## config.mk

```make
export PLATFORM = sky130hd
export DESIGN_NAME = rom_loader_flat
export DESIGN_NICKNAME = d
export VERILOG_FILES = /design/src/rtl/bexkat_pkg.sv /design/src/rtl/if_wb.sv /design/src/rtl/rom_loader.sv /design/src/flat_wrapper.sv
export SDC_FILE = /design/constraint.sdc
export NUM_CORES = 1
export LEC_CHECK = 0
export ABC_AREA = 1
export CAP_MARGIN = 40
export CORE_ASPECT_RATIO = 0.9
export CORE_MARGIN = 1.5
export CORE_UTILIZATION = 40
export CTS_BUF_LIST = sky130_fd_sc_hd__clkbuf_2 sky130_fd_sc_hd__clkbuf_4 sky130_fd_sc_hd__clkbuf_8
export DETAILED_ROUTE_END_ITERATION = 10
export MAX_ROUTING_LAYER = met4
export PLACE_DENSITY = 0.66
export SLEW_MARGIN = 20
export SYNTH_ARGS = -nofsm -noshare
export SYNTH_HDL_FRONTEND = slang
export SYNTH_SLANG_ARGS = --single-unit
```

## constraint.sdc

```tcl
create_clock -name clk_i -period 1.9 [get_ports clk_i]
set_input_delay 0.285 -clock clk_i [delete_from_list [all_inputs] [get_ports clk_i]]
set_output_delay 0.285 -clock clk_i [all_outputs]
set_load 0.05 [all_outputs]
```

## src/rtl/bexkat_pkg.sv

```systemverilog
// Shared definitions for the bexkat SoC: loader FSM states, byte-lane count and
// big-endian lane helpers.
package bexkat_pkg;

    localparam int unsigned LANES = 4;

    typedef enum logic [2:0] {
        StIdle,
        StCollect,
        StWrite,
        StFlush,
        StFinish
    } loader_state_e;

    // Byte address 0 within a word maps to the most significant lane.
    function automatic logic [LANES-1:0] lane_sel(input logic [1:0] lane);
        return 4'b1000 >> lane;
    endfunction

    function automatic logic [31:0] lane_data(input logic [1:0] lane, input logic [7:0] b);
        return {24'h0, b} << {~lane, 3'b000};
    endfunction

endpackage

```

## src/rtl/if_wb.sv

```systemverilog
// 32-bit wishbone bus bundle, write-capable master view plus matching slave view.
interface if_wb;
    logic        cyc;
    logic        stb;
    logic        we;
    logic [31:0] adr;
    logic [3:0]  sel;
    logic [31:0] dat_m;
    logic        ack;
    logic        stall;

    modport master (output cyc, stb, we, adr, sel, dat_m, input ack, stall);
    modport slave  (input cyc, stb, we, adr, sel, dat_m, output ack, stall);
endinterface

```

## src/rtl/rom_loader.sv

```systemverilog
// Packs hps_io download bytes into big-endian 32-bit words and writes them over
// wishbone, holding the CPU in reset until the load has been flushed.
module rom_loader
    import bexkat_pkg::*;
#(
    parameter logic [7:0]  INDEX   = 8'd1,
    parameter logic [31:0] BASE    = 32'h0,
    parameter int unsigned IOAW    = 16,
    parameter int unsigned TIMEOUT = 255
) (
    input  logic            clk_i,
    input  logic            rst_i,
    input  logic            ioctl_download,
    input  logic [7:0]      ioctl_index,
    input  logic            ioctl_wr,
    input  logic [IOAW-1:0] ioctl_addr,
    input  logic [7:0]      ioctl_dout,
    output logic            ioctl_wait,
    if_wb.master            bus,
    output logic            cpu_hold,
    output logic            done,
    output logic            error
);

    localparam int unsigned TW = $clog2(TIMEOUT + 1);

    loader_state_e    state_q, state_d;
    logic             cyc_q, cyc_d;
    logic             stb_q, stb_d;
    logic [31:0]      adr_q, adr_d;
    logic [31:0]      dat_q, dat_d;
    logic [LANES-1:0] sel_q, sel_d;
    logic             error_q, error_d;
    logic             end_q, end_d;
    logic [TW-1:0]    tmo_q, tmo_d;
    logic             pend_q, pend_d;
    logic [31:0]      pend_adr_q, pend_adr_d;
    logic [1:0]       pend_lane_q, pend_lane_d;
    logic [7:0]       pend_byte_q, pend_byte_d;

    logic        accept;
    logic        flush_force;
    logic        end_now;
    logic        bus_done;
    logic [1:0]  in_lane;
    logic [31:0] addr_ext;
    logic [31:0] in_adr;
    logic        src_valid;
    logic [31:0] src_adr;
    logic [1:0]  src_lane;
    logic [7:0]  src_byte;

    assign accept   = ioctl_download && (ioctl_index == INDEX) && ioctl_wr;
    assign in_lane  = ioctl_addr[1:0];
    assign addr_ext = 32'(ioctl_addr);
    assign in_adr   = BASE + (addr_ext & ~32'h3);
    assign end_now  = end_q || !ioctl_download;
    assign bus_done = cyc_q && (bus.ack || (tmo_q == TW'(TIMEOUT - 1)));

    // Byte to merge once the current bus write retires: one parked earlier, or
    // one arriving in the very cycle the write completes.
    always_comb begin
        if (pend_q) begin
            src_valid = 1'b1;
            src_adr   = pend_adr_q;
            src_lane  = pend_lane_q;
            src_byte  = pend_byte_q;
        end else begin
            src_valid = accept && (state_q == StWrite);
            src_adr   = in_adr;
            src_lane  = in_lane;
            src_byte  = ioctl_dout;
        end
    end

    always_comb begin
        state_d     = state_q;
        cyc_d       = cyc_q;
        stb_d       = stb_q;
        adr_d       = adr_q;
        dat_d       = dat_q;
        sel_d       = sel_q;
        error_d     = error_q;
        end_d       = 1'b0;
        tmo_d       = tmo_q;
        pend_d      = pend_q;
        pend_adr_d  = pend_adr_q;
        pend_lane_d = pend_lane_q;
        pend_byte_d = pend_byte_q;
        flush_force = 1'b0;

        unique case (state_q)
            StIdle: begin
                if (ioctl_download && (ioctl_index == INDEX)) begin
                    state_d = StCollect;
                    error_d = 1'b0;
                    sel_d   = '0;
                    dat_d   = '0;
                    pend_d  = 1'b0;
                    if (ioctl_wr) begin
                        adr_d = in_adr;
                        sel_d = lane_sel(in_lane);
                        dat_d = lane_data(in_lane, ioctl_dout);
                        if (in_lane == 2'd3) begin
                            state_d = StWrite;
                            cyc_d   = 1'b1;
                            stb_d   = 1'b1;
                            tmo_d   = '0;
                        end
                    end
                end
            end

            StCollect: begin
                if (!ioctl_download) begin
                    if (sel_q != '0) begin
                        state_d = StFlush;
                        cyc_d   = 1'b1;
                        stb_d   = 1'b1;
                        tmo_d   = '0;
                    end else begin
                        state_d = StFinish;
                    end
                end else if (accept) begin
                    if ((sel_q != '0) && (in_adr != adr_q)) begin
                        // New word: write the held one, park this byte until it retires.
                        flush_force = 1'b1;
                        pend_d      = 1'b1;
                        pend_adr_d  = in_adr;
                        pend_lane_d = in_lane;
                        pend_byte_d = ioctl_dout;
                        state_d     = StWrite;
                        cyc_d       = 1'b1;
                        stb_d       = 1'b1;
                        tmo_d       = '0;
                    end else begin
                        adr_d = in_adr;
                        sel_d = sel_q | lane_sel(in_lane);
                        dat_d = (dat_q & ~lane_data(in_lane, 8'hFF))
                              | lane_data(in_lane, ioctl_dout);
                        if (in_lane == 2'd3) begin
                            state_d = StWrite;
                            cyc_d   = 1'b1;
                            stb_d   = 1'b1;
                            tmo_d   = '0;
                        end
                    end
                end
            end

            StWrite, StFlush: begin
                end_d = end_now;
                if ((state_q == StWrite) && accept && !pend_q) begin
                    pend_d      = 1'b1;
                    pend_adr_d  = in_adr;
                    pend_lane_d = in_lane;
                    pend_byte_d = ioctl_dout;
                end
                if (stb_q && !bus.stall) begin
                    stb_d = 1'b0;
                end
                if (bus_done) begin
                    cyc_d = 1'b0;
                    stb_d = 1'b0;
                    sel_d = '0;
                    dat_d = '0;
                    tmo_d = '0;
                    if (!bus.ack) begin
                        error_d = 1'b1;
                    end
                    if (state_q == StFlush) begin
                        state_d = StFinish;
                    end else if (src_valid) begin
                        pend_d = 1'b0;
                        adr_d  = src_adr;
                        sel_d  = lane_sel(src_lane);
                        dat_d  = lane_data(src_lane, src_byte);
                        if (src_lane == 2'd3) begin
                            state_d = StWrite;
                            cyc_d   = 1'b1;
                            stb_d   = 1'b1;
                        end else if (end_now) begin
                            state_d = StFlush;
                            cyc_d   = 1'b1;
                            stb_d   = 1'b1;
                        end else begin
                            state_d = StCollect;
                        end
                    end else begin
                        state_d = end_now ? StFinish : StCollect;
                    end
                end else begin
                    tmo_d = tmo_q + TW'(1);
                end
            end

            StFinish: begin
                state_d = StIdle;
            end

            default: begin
                state_d = StIdle;
            end
        endcase
    end

    always_ff @(posedge clk_i or negedge rst_i) begin
        if (!rst_i) begin
            state_q     <= StIdle;
            cyc_q       <= 1'b0;
            stb_q       <= 1'b0;
            adr_q       <= '0;
            dat_q       <= '0;
            sel_q       <= '0;
            error_q     <= 1'b0;
            end_q       <= 1'b0;
            tmo_q       <= '0;
            pend_q      <= 1'b0;
            pend_adr_q  <= '0;
            pend_lane_q <= '0;
            pend_byte_q <= '0;
        end else begin
            state_q     <= state_d;
            cyc_q       <= cyc_d;
            stb_q       <= stb_d;
            adr_q       <= adr_d;
            dat_q       <= dat_d;
            sel_q       <= sel_d;
            error_q     <= error_d;
            end_q       <= end_d;
            tmo_q       <= tmo_d;
            pend_q      <= pend_d;
            pend_adr_q  <= pend_adr_d;
            pend_lane_q <= pend_lane_d;
            pend_byte_q <= pend_byte_d;
        end
    end

    assign bus.cyc    = cyc_q;
    assign bus.stb    = stb_q;
    assign bus.we     = cyc_q;
    assign bus.adr    = adr_q;
    assign bus.sel    = sel_q;
    assign bus.dat_m  = dat_q;
    assign ioctl_wait = (state_q == StWrite) || (state_q == StFlush) || flush_force;
    assign cpu_hold   = (state_q == StCollect) || (state_q == StWrite) || (state_q == StFlush);
    assign done       = (state_q == StFinish);
    assign error      = error_q;

endmodule

```

## src/flat_wrapper.sv

```systemverilog
// flat-port wrapper written by rule: the top's interface ports become plain ports
module rom_loader_flat import bexkat_pkg::*;
#(
    parameter logic [7:0]  INDEX   = 8'd1,
    parameter logic [31:0] BASE    = 32'h0,
    parameter int unsigned IOAW    = 16,
    parameter int unsigned TIMEOUT = 255
)
  (clk_i, rst_i, ioctl_download, ioctl_index, ioctl_wr, ioctl_addr, ioctl_dout, ioctl_wait, cpu_hold, done, error, bus_cyc, bus_stb, bus_we, bus_adr, bus_sel, bus_dat_m, bus_ack, bus_stall);
  if_wb bus_i ();
  input  logic clk_i;
  input  logic rst_i;
  input  logic ioctl_download;
  input  logic [7:0] ioctl_index;
  input  logic ioctl_wr;
  input  logic [IOAW-1:0] ioctl_addr;
  input  logic [7:0] ioctl_dout;
  output logic ioctl_wait;
  output logic cpu_hold;
  output logic done;
  output logic error;
  output wire logic [$bits(bus_i.cyc)-1:0] bus_cyc;
  output wire logic [$bits(bus_i.stb)-1:0] bus_stb;
  output wire logic [$bits(bus_i.we)-1:0] bus_we;
  output wire logic [$bits(bus_i.adr)-1:0] bus_adr;
  output wire logic [$bits(bus_i.sel)-1:0] bus_sel;
  output wire logic [$bits(bus_i.dat_m)-1:0] bus_dat_m;
  input wire logic [$bits(bus_i.ack)-1:0] bus_ack;
  input wire logic [$bits(bus_i.stall)-1:0] bus_stall;
  assign bus_cyc = bus_i.cyc;
  assign bus_stb = bus_i.stb;
  assign bus_we = bus_i.we;
  assign bus_adr = bus_i.adr;
  assign bus_sel = bus_i.sel;
  assign bus_dat_m = bus_i.dat_m;
  assign bus_i.ack = bus_ack;
  assign bus_i.stall = bus_stall;
  rom_loader #(.INDEX(INDEX), .BASE(BASE), .IOAW(IOAW), .TIMEOUT(TIMEOUT)) u_core (.clk_i(clk_i), .rst_i(rst_i), .ioctl_download(ioctl_download), .ioctl_index(ioctl_index), .ioctl_wr(ioctl_wr), .ioctl_addr(ioctl_addr), .ioctl_dout(ioctl_dout), .ioctl_wait(ioctl_wait), .bus(bus_i), .cpu_hold(cpu_hold), .done(done), .error(error));
endmodule
```

### After elaboration in Yosys (flattened, before gate mapping)

Cells that the tools add are included.

| cells by class | value |
|---|---|
| add/sub/neg operators | 1 |
| equal/unequal tests | 24 |
| shift-type cells | 5 |
| multiplexer cells | 109 |
| bitwise operators | 6 |
| reduce and logical (&&, ||, !) cells | 31 |

Operators with widths:

| kind | number |
|---|---|
| 32-bit two-way mux | 21 |
| 32-bit one-hot mux with 3 select lines | 2 |
| 8-bit two-way mux | 13 |
| 32-bit one-hot mux with 2 select lines | 1 |
| 8-bit by 5-bit left shift with 32-bit output | 2 |
| 1-bit two-way mux | 36 |
| 3-bit two-way mux | 12 |
| 32-bit AND | 1 |
| 4-bit two-way mux | 8 |
| 16-bit by 32-bit != test with 1-bit output | 1 |
| 32-bit inverter | 1 |
| 32-bit OR | 1 |
| 8-bit by 5-bit left shift with 32-bit output (first input constant) | 1 |
| 8-bit one-hot mux with 3 select lines | 1 |
| 6-bit AND reduction | 3 |
| 8-bit one-hot mux with 2 select lines | 1 |
| 5-bit AND reduction | 3 |
| 2-bit two-way mux | 7 |
| 2-bit by 1-bit != test with 1-bit output (second input constant) | 6 |
| 4-bit one-hot mux with 3 select lines | 1 |
| 2-bit != test (second input constant) | 5 |
| 1-bit one-hot mux with 3 select lines | 3 |
| 3-bit one-hot mux with 3 select lines | 1 |
| 9-bit AND reduction | 1 |
| other kinds (24) | 44 |

| word-level totals | value |
|---|---|
| register bits | 126 |
| input bits | 38 |
| output and inout port bits | 75 |
| logic and storage cells | 189 |

### Longest topological paths before layout

| logic depth | value |
|---|---|
| depth after elaboration | 10 |
| gate-level depth with buffers | 16 |
| mapped depth without buffers | 15 |

### Worst setup path before layout

OpenSTA, ideal clock, no wires.

| timing | value |
|---|---|
| path kind | register -> output |
| start | register u_core.adr_q[9], in the netlist u_core.bus.adr[9] |
| end | output ioctl_wait |
| data arrival time | 2.258 ns |
| required time | 1.615 ns |
| path slack | -0.643 ns |
| cell stages (with the launch flop) | 9 |
| buffers on the path | 0 |
| cell sequence | dfrtp_1 nor2_1 nor2_1 nor2_1 nand2_1 nor2_1 nand2_1 nand3_1 o21ai_0 |

| on the way | value |
|---|---|
| word-level cells in the longest chain between the ends | 7 |

RTL lines:

| element | line | text |
|---|---|---|
| start, declared | rom_loader.sv:30 | `logic [31:0] adr_q, adr_d;` |
| start signal, assigned | rom_loader.sv:226 | `adr_q <= adr_d;` |
| 16-bit by 32-bit != test with 1-bit output | rom_loader.sv:125 | `if ((sel_q != '0) && (in_adr != adr_q)) begin` |
| 1-bit logical AND | rom_loader.sv:125 |  |
| 1-bit two-way mux | rom_loader.sv:125 |  |
| 1-bit two-way mux | rom_loader.sv:124 | `end else if (accept) begin` |
| 1-bit two-way mux | rom_loader.sv:115 | `if (!ioctl_download) begin` |
| 1-bit two-way mux | rom_loader.sv:92 | `unique case (state_q)` |
| 1-bit logical OR | rom_loader.sv:245 | `assign ioctl_wait = (state_q == StWrite) \|\| (state_q == StFlush) \|\| flush_force;` |
| end, declared | flat_wrapper.sv:18 | `output logic ioctl_wait;` |

No other way between the ends.

### Final worst setup path

| timing | value |
|---|---|
| start | register u_core.state_q[2] |
| end | output ioctl_wait |

| on the way | value |
|---|---|
| word-level cells in the longest chain between the ends | 3 |
| elaborated cells on any way between the ends | 6 |
| classes of those cells | 3 x eq/ne; 1 x mux; 2 x reduce/logical |

RTL lines:

| element | line | text |
|---|---|---|
| start, declared | rom_loader.sv:27 | `loader_state_e state_q, state_d;` |
| start signal, assigned | rom_loader.sv:209 | `state_q <= StIdle;` |
| start signal, assigned | rom_loader.sv:223 | `state_q <= state_d;` |
| 3-bit by 1-bit == test with 1-bit output / 3-bit by 2-bit == test with 1-bit output (equally long branches) | rom_loader.sv:92, rom_loader.sv:245 |  |
| 1-bit two-way mux / 1-bit logical OR (equally long branches) | rom_loader.sv:92, rom_loader.sv:245 |  |
| 1-bit logical OR * | rom_loader.sv:245 |  |

Every way passes the cells marked *; elsewhere a longest branch is shown, timed or not.

==> run_results.csv <==
group,metric,value,unit
pwr,p_switching,0.00111,W
synthesis,yosysMostFrequentCell,"nand2_1",
grt,antenna_found_initial,0,
pwr,power_density,482,nW/um^2
critical_path,path_class,"flip-flop to primary output",
die,start_util,0.410,
synthesis,synth-async-reset-ratio,1.00,
pwr,power_frac_clock,0.356,
finish,fin_cells,1288,
clocking,cts_tree,"yes",
finish,utilization,0.573,
timing,max-slew-margin-rel,0.560,
timing,finalCritPeriodShare,1.10,
place,dp_slack,-0.350,ns
synthesis,synth-main-ff-cell,"dfrtp_1",
synthesis,synth.distinct_cells,38,
timing,finalSetupTns,-1.32,ns
routing,vias,6490,
routing,route.detailed.drc,0,
pwr,combPwrFrac,0.162,
timing,finClkSkew,0.00616,ns
clocking,clk_pin_slew,0.08,ns
critical_path,crit_path_end_kind,"primary output",
die,num_io_pins,113,
routing,routed_via_density,5.04,
clocking,clock_sinks,90,
timing,finalSetupViolations,43,
critical_path,arrival,1.81,ns
routing,wire_per_inst,14.5,microns
routing,first_pass_iters,5,
synthesis,synth_seq_cells,90,
timing,slew_violations,0,
timing,fmax,0.477,GHz
routing,routed_wl,18.7,mm
timing,rsz0062_at_grt,"true",
timing,setup_ws,-0.194,ns
synthesis,ys_top_cells_by_area,"dfrtp_1, nand2_1, o21ai_0",
die,die_y,120,microns
run_status,violations,"negative setup slack",
synthesis,syn_inst,895,
grt,grt_max_degree,41,
routing,antenna_left,0,
place,place_congestion,0.926,
synthesis,yosysWarnings,0,
place,dp_hpwl,13.3,mm
job,max_cap_viol_count,0,
place,place_inst,1263,
synthesis,synth_common_cells,"nand2_1, dfrtp_1, nor2_1, o21ai_0, nand3_1",
clocking,cts_buffers,9,
pwr,switching_share,0.273,
synthesis,synth_edf_count,0,
synthesis,synth_top_cell_area_share,0.372,
grt,grt_overflow,0,
timing,tightest_slew,0.657,ns
run_status,outcome,"finished, violations left",
clocking,htree_num_levels,3,
pwr,seqPwrFrac,0.481,
grt,first_global_vias,5777,
finish,nets,1127,
timing,finalHoldViolations,0,
die,std_cell_rows,42,
die,die_area,15900,sq um
synthesis,seq_area_frac_synth,0.372,
pwr,p_leak,4.84,nW
place,portBuffers,94,
clocking,clockBufferDepth,2,
critical_path,cp_max_fo,5,
critical_path,start_kind,"flip-flop",
synthesis,syn_area,6050,sq um
die,die_w,133,microns
place,dpl_cell_area,7930,sq um
synthesis,avgSynthCellArea,6.76,sq um
pwr,vdd_drop_max,0.342,mV
critical_path,required,1.62,ns
die,core_area,14800,sq um
finish,area_growth,39.8,%
synthesis,synth_top_cell_by_area,"dfrtp_1",
finish,design_area,8460,sq um
timing,min_period,2.09,ns
routing,drt_iter0_markers,564,
finish,drive_above_1_share,0.192,
grt,grt_pass1_wl,29.5,mm
pwr,p_int,0.00296,W
min_path,hold_path_class,"input port to asynchronous set/reset pin",
clocking,cts_root_buffer,"clkbuf_8",
clocking,clk_latency,0.38,ns
grt,track_usage,0.239,
finish,diodes,0,
## critical path: stages, from the launching register on
cell and delay, ns:
dfrtp_1 0.46, inv_2 0.09, nand3_1 0.19, inv_2 0.18
nand3_2 0.11, buf_6 0.13, o21ai_4 0.13, buf_12 0.15
## flip-flops by register name, indices dropped and copies added, names as in the netlist
| signal | count |
|---|---|
| u_core.bus.dat_m | 32 |
| u_core.bus.adr | 14 |
| u_core.bus.sel | 4 |
| u_core.error | 1 |
| u_core.pend_q | 1 |
| u_core.bus.cyc | 1 |
| u_core.pend_adr_q | 14 |
| u_core.pend_lane_q | 2 |
| u_core.end_q | 1 |
| u_core.tmo_q | 8 |
| u_core.pend_byte_q | 8 |
| u_core.state_q | 3 |
| u_core.bus.stb | 1 |
## what timing repair did
item                                   in CTS  in global routing
pin swaps                                   2                  3
hold buffers                                1                  0
setup buffers                               1                  3
gates cloned                                0                  7
resized for setup                          21                 43
setup endpoints to repair                  31                112
endpoints found under the hold margin      19                  0
## worst paths after layout
check	startpoint	to	slack, ns	depth (start not counted)
min in group clk_i	ioctl_download	u_core.end_q	0.43	5
setup / recovery	u_core.state_q[2]	ioctl_wait	-0.19	7
hold reg to reg	u_core.pend_adr_q[14]	u_core.pend_adr_q[14]	0.48	2
hold / removal	rst_i	u_core.pend_byte_q[2]	0.34	2
max in group asynchronous	rst_i	u_core.bus.dat_m[23]	0.94	3
setup reg to reg	u_core.bus.adr[9]	u_core.bus.adr[7]	-0.06	14
## per-layer routing
| layer | share of wire | wire length, microns | track usage |
|---|---|---|---|
| met4 | 0.023 | 424 | 0.0673 |
| met1 | 0.46 | 8600 | 0.327 |
| met2 | 0.44 | 8260 | 0.358 |
| met5 | 0 | 0 | - |
| met3 | 0.077 | 1440 | 0.0503 |
## cell families after synthesis
group | Yosys count | share of synthesized area
mux | 5 | 0.00931
flops | 90 | 0.372
buf+inv | 126 | 0.105
other cells | 1 | 0.000620
simple gates | 523 | 0.366
fa+ha+maj | 2 | 0.00414
compound gates | 141 | 0.133
xor+xnor | 7 | 0.0101
## placed cells by master (no fill, tap or decap), types with 3 or more instances in the layout
master	count
nand2_1	333
mux2_2	5
nor2_4	4
clkdlybuf4s50_1	42
dlygate4sd2_1	16
buf_4	108
nor2_1	78
dlymetal6s2s_1	25
nand3_2	3
o211ai_1	4
o21ai_2	18
xor2_1	4
buf_6	5
nand2_2	4
a21oi_1	40
nor2_2	5
o21ai_0	64
conb_1	18
inv_1	60
nor3_1	12
clkbuf_8	10
dfrtp_1	89
nand3_1	61
clkinv_1	4
xnor2_1	3
o21ai_1	10
inv_2	6
clkbuf_16	5
buf_12	14
nor3_2	3
nand4_1	11
## per-stage QoR
| stage | power [W] | hold WS (ns) |
|---|---|---|
| finish | 0.00407 | 0.341 |
| CTS | 0.00410 | 0.335 |
| global placement | 0.00265 | 0.209 |
| detailed placement | 0.00265 | 0.210 |
| global route | 0.00426 | 0.348 |
| floorplan | 0.00234 | -0.0106 |
## area by class of cell
cell class | count | area, sq um
Fill cell | 1431 | 6310
Multi-Input combinational cell | 696 | 3290
Sequential cell | 90 | 2250
Timing Repair Buffer | 217 | 2170
Inverter | 73 | 285
Tap cell | 198 | 248
Clock buffer | 11 | 145
Clock inverter | 3 | 65.1
## power by group through the flow
stage / clock network, W / registers [W] / logic, W
floorplan: 0 / 0.00203 / 0.000306
global placement: 0 / 0.00200 / 0.000651
detailed placement: 0 / 0.00200 / 0.000655
CTS: 0.00148 / 0.00196 / 0.000654
global route: 0.00157 / 0.00196 / 0.000717
finish: 0.00145 / 0.00196 / 0.000662
(Power assumes the default switching activity.)
